$ cat config.mk
export PLATFORM = sky130hd
export DESIGN_NAME = dm_store_buffer_flat
export DESIGN_NICKNAME = d
export VERILOG_FILES = /design/src/rtl/dm_store_buffer_if.sv /design/src/rtl/dm_store_buffer.sv /design/src/flat_wrapper.sv
export SDC_FILE = /design/constraint.sdc
export NUM_CORES = 1
export LEC_CHECK = 0
export BUFFER_PORTS_ARGS = -buffer_cell sky130_fd_sc_hd__buf_4
export CORE_MARGIN = 3
export CORE_UTILIZATION = 55
export CTS_CLUSTER_DIAMETER = 50
export CTS_CLUSTER_SIZE = 24
export DETAILED_ROUTE_END_ITERATION = 8
export GPL_TIMING_DRIVEN = 0
export PLACE_DENSITY = 0.78
export SETUP_SLACK_MARGIN = 0.15
export SKIP_LAST_GASP = 1
export SLEW_MARGIN = 20
export SYNTH_ARGS = -nofsm -noshare
export SYNTH_HDL_FRONTEND = slang
export SYNTH_SLANG_ARGS = --single-unit
$ cat constraint.sdc
create_clock -name clk -period 5.7 [get_ports clk]
set_input_delay 1.14 -clock clk [delete_from_list [all_inputs] [get_ports clk]]
set_output_delay 1.14 -clock clk [all_outputs]
set_load 0.005 [all_outputs]
$ cat src/rtl/dm_store_buffer_if.sv
// dm_store_buffer_if: CPU data port and SRAM controller port of the store buffer
interface dm_store_buffer_if #(
  parameter int ADDR_W = 14,
  parameter int DATA_W = 32
);
  logic              cpu_we;
  logic              cpu_re;
  logic [ADDR_W-1:0] cpu_addr;
  logic [DATA_W-1:0] cpu_wdata;
  logic [DATA_W-1:0] cpu_wbe;
  logic [DATA_W-1:0] cpu_rdata;
  logic              cpu_stall;
  logic              mem_req;
  logic              mem_we;
  logic [ADDR_W-1:0] mem_addr;
  logic [DATA_W-1:0] mem_wdata;
  logic [DATA_W-1:0] mem_wbe;
  logic              mem_ready;
  logic [DATA_W-1:0] mem_rdata;
  modport slave (
    input  cpu_we, cpu_re, cpu_addr, cpu_wdata, cpu_wbe, mem_ready, mem_rdata,
    output cpu_rdata, cpu_stall, mem_req, mem_we, mem_addr, mem_wdata, mem_wbe
  );
  modport master (
    output cpu_we, cpu_re, cpu_addr, cpu_wdata, cpu_wbe, mem_ready, mem_rdata,
    input  cpu_rdata, cpu_stall, mem_req, mem_we, mem_addr, mem_wdata, mem_wbe
  );
endinterface

$ cat src/rtl/dm_store_buffer.sv
// dm_store_buffer: store FIFO draining to data SRAM with load priority; SB_FORWARD_EN merges buffered store bytes into loads
module dm_store_buffer #(
  parameter int DEPTH  = 4,
  parameter int ADDR_W = 14,
  parameter int DATA_W = 32
) (
  input logic              clk,
  input logic              rst,
  dm_store_buffer_if.slave bus
);
  localparam int PW = $clog2(DEPTH);
  logic [ADDR_W-1:0] q_addr [DEPTH];
  logic [DATA_W-1:0] q_data [DEPTH];
  logic [DATA_W-1:0] q_wbe  [DEPTH];
  logic [PW-1:0]     head, tail, idx;
  logic [PW:0]       count;
  logic [DATA_W-1:0] rdata_q, merged;
  logic              hit, busy, full, load_port, load_acc, push, pop, acc_q;
`ifdef SB_FORWARD_EN
  logic [DATA_W-1:0] fmask, fdata, fmask_q, fdata_q;
`endif
  // Walk oldest to newest so younger stores overwrite older bits
  always_comb begin
    hit = 1'b0;
    idx = head;
`ifdef SB_FORWARD_EN
    fmask = '0;
    fdata = '0;
`endif
    for (int i = 0; i < DEPTH; i++) begin
      idx = head + PW'(i);
      if (i < int'(count) && q_addr[idx] == bus.cpu_addr) begin
        hit = 1'b1;
`ifdef SB_FORWARD_EN
        fmask = fmask | q_wbe[idx];
        fdata = (fdata & ~q_wbe[idx]) | (q_data[idx] & q_wbe[idx]);
`endif
      end
    end
  end
  assign busy = count != '0;
  assign full = count == (PW+1)'(DEPTH);
`ifdef SB_FORWARD_EN
  assign load_port = bus.cpu_re;
  assign merged    = (bus.mem_rdata & ~fmask_q) | (fdata_q & fmask_q);
`else
  assign load_port = bus.cpu_re & ~hit;
  assign merged    = bus.mem_rdata;
`endif
  assign load_acc      = load_port & bus.mem_ready;
  assign push          = bus.cpu_we & ~bus.cpu_re & ~full;
  assign pop           = bus.mem_we & bus.mem_ready;
  assign bus.mem_req   = load_port | busy;
  assign bus.mem_we    = ~load_port & busy;
  assign bus.mem_addr  = load_port ? bus.cpu_addr : q_addr[head];
  assign bus.mem_wdata = q_data[head];
  assign bus.mem_wbe   = q_wbe[head];
  assign bus.cpu_stall = (bus.cpu_we & (bus.cpu_re | full)) | (bus.cpu_re & ~load_acc);
  assign bus.cpu_rdata = acc_q ? merged : rdata_q;
  always_ff @(posedge clk) begin
    if (push) begin
      q_addr[tail] <= bus.cpu_addr;
      q_data[tail] <= bus.cpu_wdata;
      q_wbe[tail]  <= bus.cpu_wbe;
    end
  end
  always_ff @(posedge clk or negedge rst) begin
    if (!rst) begin
      head    <= '0;
      tail    <= '0;
      count   <= '0;
      acc_q   <= 1'b0;
      rdata_q <= '0;
`ifdef SB_FORWARD_EN
      fmask_q <= '0;
      fdata_q <= '0;
`endif
    end else begin
      if (push) tail <= tail + 1'b1;
      if (pop) head <= head + 1'b1;
      count <= count + (PW+1)'(push) - (PW+1)'(pop);
      acc_q <= load_acc;
      if (acc_q) rdata_q <= merged;
`ifdef SB_FORWARD_EN
      if (load_acc) begin
        fmask_q <= fmask;
        fdata_q <= fdata;
      end
`endif
    end
  end
endmodule
$ cat src/flat_wrapper.sv
// flat-port wrapper written by rule: the top's interface ports become plain ports
module dm_store_buffer_flat 
#(
  parameter int DEPTH  = 4,
  parameter int ADDR_W = 14,
  parameter int DATA_W = 32
)
  (clk, rst, bus_cpu_we, bus_cpu_re, bus_cpu_addr, bus_cpu_wdata, bus_cpu_wbe, bus_mem_ready, bus_mem_rdata, bus_cpu_rdata, bus_cpu_stall, bus_mem_req, bus_mem_we, bus_mem_addr, bus_mem_wdata, bus_mem_wbe);
  dm_store_buffer_if #(.ADDR_W(ADDR_W), .DATA_W(DATA_W)) bus_i ();
  input logic clk;
  input logic rst;
  input wire logic [$bits(bus_i.cpu_we)-1:0] bus_cpu_we;
  input wire logic [$bits(bus_i.cpu_re)-1:0] bus_cpu_re;
  input wire logic [$bits(bus_i.cpu_addr)-1:0] bus_cpu_addr;
  input wire logic [$bits(bus_i.cpu_wdata)-1:0] bus_cpu_wdata;
  input wire logic [$bits(bus_i.cpu_wbe)-1:0] bus_cpu_wbe;
  input wire logic [$bits(bus_i.mem_ready)-1:0] bus_mem_ready;
  input wire logic [$bits(bus_i.mem_rdata)-1:0] bus_mem_rdata;
  output wire logic [$bits(bus_i.cpu_rdata)-1:0] bus_cpu_rdata;
  output wire logic [$bits(bus_i.cpu_stall)-1:0] bus_cpu_stall;
  output wire logic [$bits(bus_i.mem_req)-1:0] bus_mem_req;
  output wire logic [$bits(bus_i.mem_we)-1:0] bus_mem_we;
  output wire logic [$bits(bus_i.mem_addr)-1:0] bus_mem_addr;
  output wire logic [$bits(bus_i.mem_wdata)-1:0] bus_mem_wdata;
  output wire logic [$bits(bus_i.mem_wbe)-1:0] bus_mem_wbe;
  assign bus_i.cpu_we = bus_cpu_we;
  assign bus_i.cpu_re = bus_cpu_re;
  assign bus_i.cpu_addr = bus_cpu_addr;
  assign bus_i.cpu_wdata = bus_cpu_wdata;
  assign bus_i.cpu_wbe = bus_cpu_wbe;
  assign bus_i.mem_ready = bus_mem_ready;
  assign bus_i.mem_rdata = bus_mem_rdata;
  assign bus_cpu_rdata = bus_i.cpu_rdata;
  assign bus_cpu_stall = bus_i.cpu_stall;
  assign bus_mem_req = bus_i.mem_req;
  assign bus_mem_we = bus_i.mem_we;
  assign bus_mem_addr = bus_i.mem_addr;
  assign bus_mem_wdata = bus_i.mem_wdata;
  assign bus_mem_wbe = bus_i.mem_wbe;
  dm_store_buffer #(.DEPTH(DEPTH), .ADDR_W(ADDR_W), .DATA_W(DATA_W)) u_core (.clk(clk), .rst(rst), .bus(bus_i));
endmodule
# After elaboration in Yosys (flattened, before gate mapping)
# Memories as Yosys holds them, arrays and structs flattened.
# Cells that the tools add are included.
# totals
regBits	40
ramBits	312
in_bits	115
wordCells	52
memories	3
# memory_table
memory	depth	width	read_ports	rd_clocked_by_memory_dff	wr	line	source
u_core.q_data	4	32	1	0	1	dm_store_buffer.sv:13	logic [DATA_W-1:0] q_data [DEPTH];
u_core.q_wbe	4	32	1	0	1	dm_store_buffer.sv:14	logic [DATA_W-1:0] q_wbe [DEPTH];
u_core.q_addr	4	14	4	0	1	dm_store_buffer.sv:12	logic [ADDR_W-1:0] q_addr [DEPTH];
# classes
n_addsub	6
magnitude_cmp	4
n_eq_ne	5
mux	8
n_bitwise	16
n_reduce_logical	5
# ops
operator	n
$eq 14x14->1	4
$mux 32	1
$mux 14	1
$and 1x1->1	8
$lt 1x3->1 const A	2
$lt 2x3->1 const A	2
$mux 1	6
$not 1->1	5
$add 2x1->2 const B	2
$add 2x2->2 const B	2
$logic_and 1x1->1	4
$add 3x1->3	1
$eq 3x3->1 const B	1
$or 1x1->1	3
$reduce_bool 3->1	1
$sub 3x1->3	1

# Depth between registers and ports, before layout
# An unclocked memory read counts as a cell.
# depth
ltp_word	13
mapped_depth	15
depth_no_buf	13

# Least setup slack after synthesis
# Ideal clock, no wire load.
# synth_timing
path_type	input to output
from	input port bus_cpu_addr[5]
to	output port bus_mem_addr[10]
arrival_ns	3.118
required_ns	4.560
slack_ns	1.442
path_stages	8
path_buffers	2
cell_sequence	clkbuf_1 > xnor2_1 > nor3b_1 > o2111ai_1 > or4_1 > nand3_2 > buf_6 > mux2_1
# synth_via
elab_chain_len	9
elab_cells_between_ends	15
classes_between	4 x eq/ne; 5 x mux; 2 x bitwise; 4 x reduce/logical
# synth_rtl
element	line	source
start, declared	flat_wrapper.sv:14	input wire logic [$bits(bus_i.cpu_addr)-1:0] bus_cpu_addr;
$eq 14x14->1	dm_store_buffer.sv:32	if (i < int'(count) && q_addr[idx] == bus.cpu_addr) begin
$logic_and 1x1->1	dm_store_buffer.sv:32	
$mux 1 (3 in a row)	dm_store_buffer.sv:32	
$mux 1 (*)	dm_store_buffer.sv:32	
$not 1->1 (*)	dm_store_buffer.sv:47	assign load_port = bus.cpu_re & ~hit;
$and 1x1->1 (*)	dm_store_buffer.sv:47	
$mux 14 (*)	dm_store_buffer.sv:55	assign bus.mem_addr = load_port ? bus.cpu_addr : q_addr[head];
end, declared	flat_wrapper.sv:23	output wire logic [$bits(bus_i.mem_addr)-1:0] bus_mem_addr;
# Mark *: on every way between the ends. The rest lies on a longest branch, timed or not.

# Worst setup path after layout
# layout_timing
from	register u_core.head[0]
to	output port bus_mem_addr[10]
# layout_via
elab_chain_len	10
elab_cells_between_ends	19
classes_between	3 x add/sub; 4 x eq/ne; 5 x mux; 2 x bitwise; 4 x reduce/logical; 1 x memory
# layout_rtl
element	line	source
start, declared	dm_store_buffer.sv:15	logic [PW-1:0] head, tail, idx;
start signal, assigned	dm_store_buffer.sv:80	if (pop) head <= head + 1'b1;
$add 2x1->2 / $mem_v2 4x14 (equally long branches)	-	
$mem_v2 4x14 (*)	-	
$eq 14x14->1 / $logic_and 1x1->1 (equally long branches)	dm_store_buffer.sv:32	
$logic_and 1x1->1 / $mux 1 (equally long branches)	dm_store_buffer.sv:32	
$mux 1 (3 in a row)	dm_store_buffer.sv:32	
$not 1->1	dm_store_buffer.sv:47	
$and 1x1->1	dm_store_buffer.sv:47	
$mux 14 (*)	dm_store_buffer.sv:55	
# Marked as above.

==> metrics.yaml <==
p_sw_share_pct: 30.5
antenna_cells: 0
worstPathArrival_ps: 4050
rsz0062_at_grt: "false"
status: "complete, no violations"
drc: 0
drive_above_1_share_pct: 44.6
synthesis.area_sq_um: 15000
cts_hold_buf: 0
peakVddDrop_uv: 361
core-area_sq_um: 26400
placed_cell_area_sq_um: 17300
avgRoutedWirePerCell_um: 23.5
portBuffers: 227
path_class: "reg2out"
dp_hpwl_um: 21500
grt-ovfl-total: 0
rows: 59
drv_slew: 0
die_area_sq_um: 29300
crit_fanout: 10
die_y_um: 171
antenna_found_initial: 1
clock_latency_ps: 530
ys.flop_type: "edfxtp_1"
fin_skew_ps: 25.0
clockBufferDepth: 3
dr.first_iter.drc_count: 662
finalWirelength_um: 32300
setup_viol: 0
required_ps: 4560
ioPinCount: 228
synth-edff-count: 312
postCtsSetupBuffers: 0
cp-end-kind: "primary output"
final.fill_count: 1664
hold_viol: 0
avgSynthCellArea_sq_um: 20.1
ff2ff_path_depth: 14
yosysUniqueCellTypes: 50
finalCriticalPeriod_ps: 5190
cts_made_buffers: 34
cts-htree-levels: 2
internal_power_mw: 5.92
first_pass_iters: 5
p_leak_nw: 6.62
post_synth_inst_count: 745
seqPwrFrac_pct: 37.7
period_share_pct: 91.1
power_frac_comb_pct: 35.7
cts-root-buf: "clkbuf_16"
clk_pin_slew_ps: 60
start_util_pct: 56.7
syn_nets: 869
fin_cells: 1373
slew_headroom_pct: 32.7
setup-tns-final_ps: 0
tightest_slew_ps: 1010
maxCapViolations: 0
final_area_sq_um: 18400
gp_congestion: 0.901
ys_seq_area_share_pct: 69.2
cts_tree: "done"
fin_hold_ws_ps: 500
die-width_um: 171
grt_pass1_wl_um: 48900
grt_max_degree: 45
yosysWarnings: 0
place_inst: 1313
p_clk_share_pct: 26.6
r2r_slack_ps: 1640
holdPathStages: 1
synth_seq_cells: 352
async_reset_ff_share_pct: 11.4
startpoint_type: "register"
worstHoldPathType: "reg2reg"
grtUsageTotal_pct: 22.2
vias_per_cell: 5.89
power.density_nw_per_um2: 463
cts_sinks: 352
nets: 1138
cts_resized: 0
clock.fmax_ghz: 0.193
netSwitchingPower_mw: 2.59
grt_pass1_vias: 8468
num_vias: 8082
areaGrowthSynthToFinish_pct: 22.7
ant_nets: 0
worst max-delay path, stage by stage, from the launching register on:
cell and delay, ps:
dfrtp_1 340, buf_6 170, buf_2 360, mux2i_1 520, o22ai_1 150, mux2_2 290
nor4_1 420, a21boi_1 200, nand3_2 290, buf_6 240, mux2_1 390, buf_4 160
state kept, by name, summed over array words and instances, names as in the netlist:
name,flops
u_core.count,3
u_core.q_addr,56
u_core.q_data,128
u_core.tail,2
u_core.rdata_q,32
u_core.q_wbe,128
u_core.head,2
u_core.acc_q,1
cells in the final DEF, fill, tap and decap left out, drive strengths merged, types with 3 or more instances in the layout:
cell,Yosys,final
edfxtp,312,312
buf,33,266
mux4,99,99
mux2,53,53
xnor2,51,51
clkbuf,16,51
dfrtp,40,40
mux2i,37,37
inv,10,22
clkinv,0,9
nand2,8,8
nor2,8,8
ha,8,8
xor2,7,7
nor3,5,5
nand4,5,5
o21ai,5,5
nor2b,4,4
o2111ai,4,4
and2,4,4
nor3b,3,3
nand2b,3,3
a31oi,3,3
a21oi,3,3
clkinvlp,0,3
cell families (layout without fill, tap and decap cells):
kind of cell	after synthesis	in the layout	synth area share, %
AOI/OAI and AO/OA	30	30	1.52
xor gates and xnor gates	58	58	3.39
adders and majority gates	9	9	0.802
buffers and inverters	59	352	1.95
DFF	352	352	69.2
muxes	189	189	21.4
and+or+nand+nor	48	48	1.79
final timing paths:
| kind | from | end |
|---|---|---|
| worst max-delay path | u_core.head[0]$_DFFE_PN0P_ | bus_mem_addr[10] |
| worst min-delay path | u_core.rdata_q[9]$_DFF_PN0_ | u_core.rdata_q[9]$_DFF_PN0_ |
| worst max register to register | u_core.head[0]$_DFFE_PN0P_ | u_core.count[2]$_DFF_PN0_ |
| worst min register to register | u_core.rdata_q[9]$_DFF_PN0_ | u_core.rdata_q[9]$_DFF_PN0_ |
| max in group asynchronous | rst | u_core.rdata_q[16]$_DFF_PN0_ |
| min in group asynchronous | rst | u_core.rdata_q[6]$_DFF_PN0_ |
layer usage:
layer	vias up	global-route usage (%)	routed length, um
met3	69	7.39	3250
met1	4104	29.3	12500
li1	3574	-	-
met2	333	35.6	15600
met4	2	6.65	906
met5	-	0	13
per-stage QoR:
step	utilization [%]	power (mW)	setup WS (ps)
2_1_floorplan	-	5.14	1440
3_3_place_gp	64.7	6.28	-192
3_5_place_dp	65.3	6.32	628
4_1_cts	69.6	8.60	526
5_1_grt	69.6	8.94	325
6_report	69.6	8.52	509
synthesized netlist by cell type (all sizes together), types with 7 or more instances:
| cell | instances | area share, % |
|---|---|---|
| edfxtp | 312 | 63 |
| nand2 | 8 | 0.20 |
| dfrtp | 40 | 6.7 |
| xor2 | 7 | 0.41 |
| inv | 10 | 0.25 |
| mux4 | 99 | 15 |
| buf | 33 | 1.3 |
| mux2i | 37 | 2.5 |
| mux2 | 53 | 4.0 |
| nor2 | 8 | 0.20 |
| xnor2 | 51 | 3.0 |
| clkbuf | 16 | 0.40 |
| ha | 8 | 0.67 |
power by group through the flow:
stage	combinational (mW)	clock, mW	sequential (mW)
finish	3.04	2.27	3.21
global route	3.28	2.42	3.23
CTS	3.08	2.31	3.21
detailed placement	3.06	0	3.26
global placement	3.00	0	3.28
floorplan	1.89	0	3.25
layout make-up:
cell class / instances / area [sq um] / area share [%]
sequential: 352 / 10400 / 56.4
multi-input combinational: 334 / 4340 / 23.6
timing repair buffer: 233 / 1840 / 10.0
clock buffer: 35 / 876 / 4.76
tap: 335 / 419 / 2.28
clock inverter: 25 / 262 / 1.42
buffer: 49 / 254 / 1.38
inverter: 10 / 37.5 / 0.204
(Power assumes the default switching activity.)
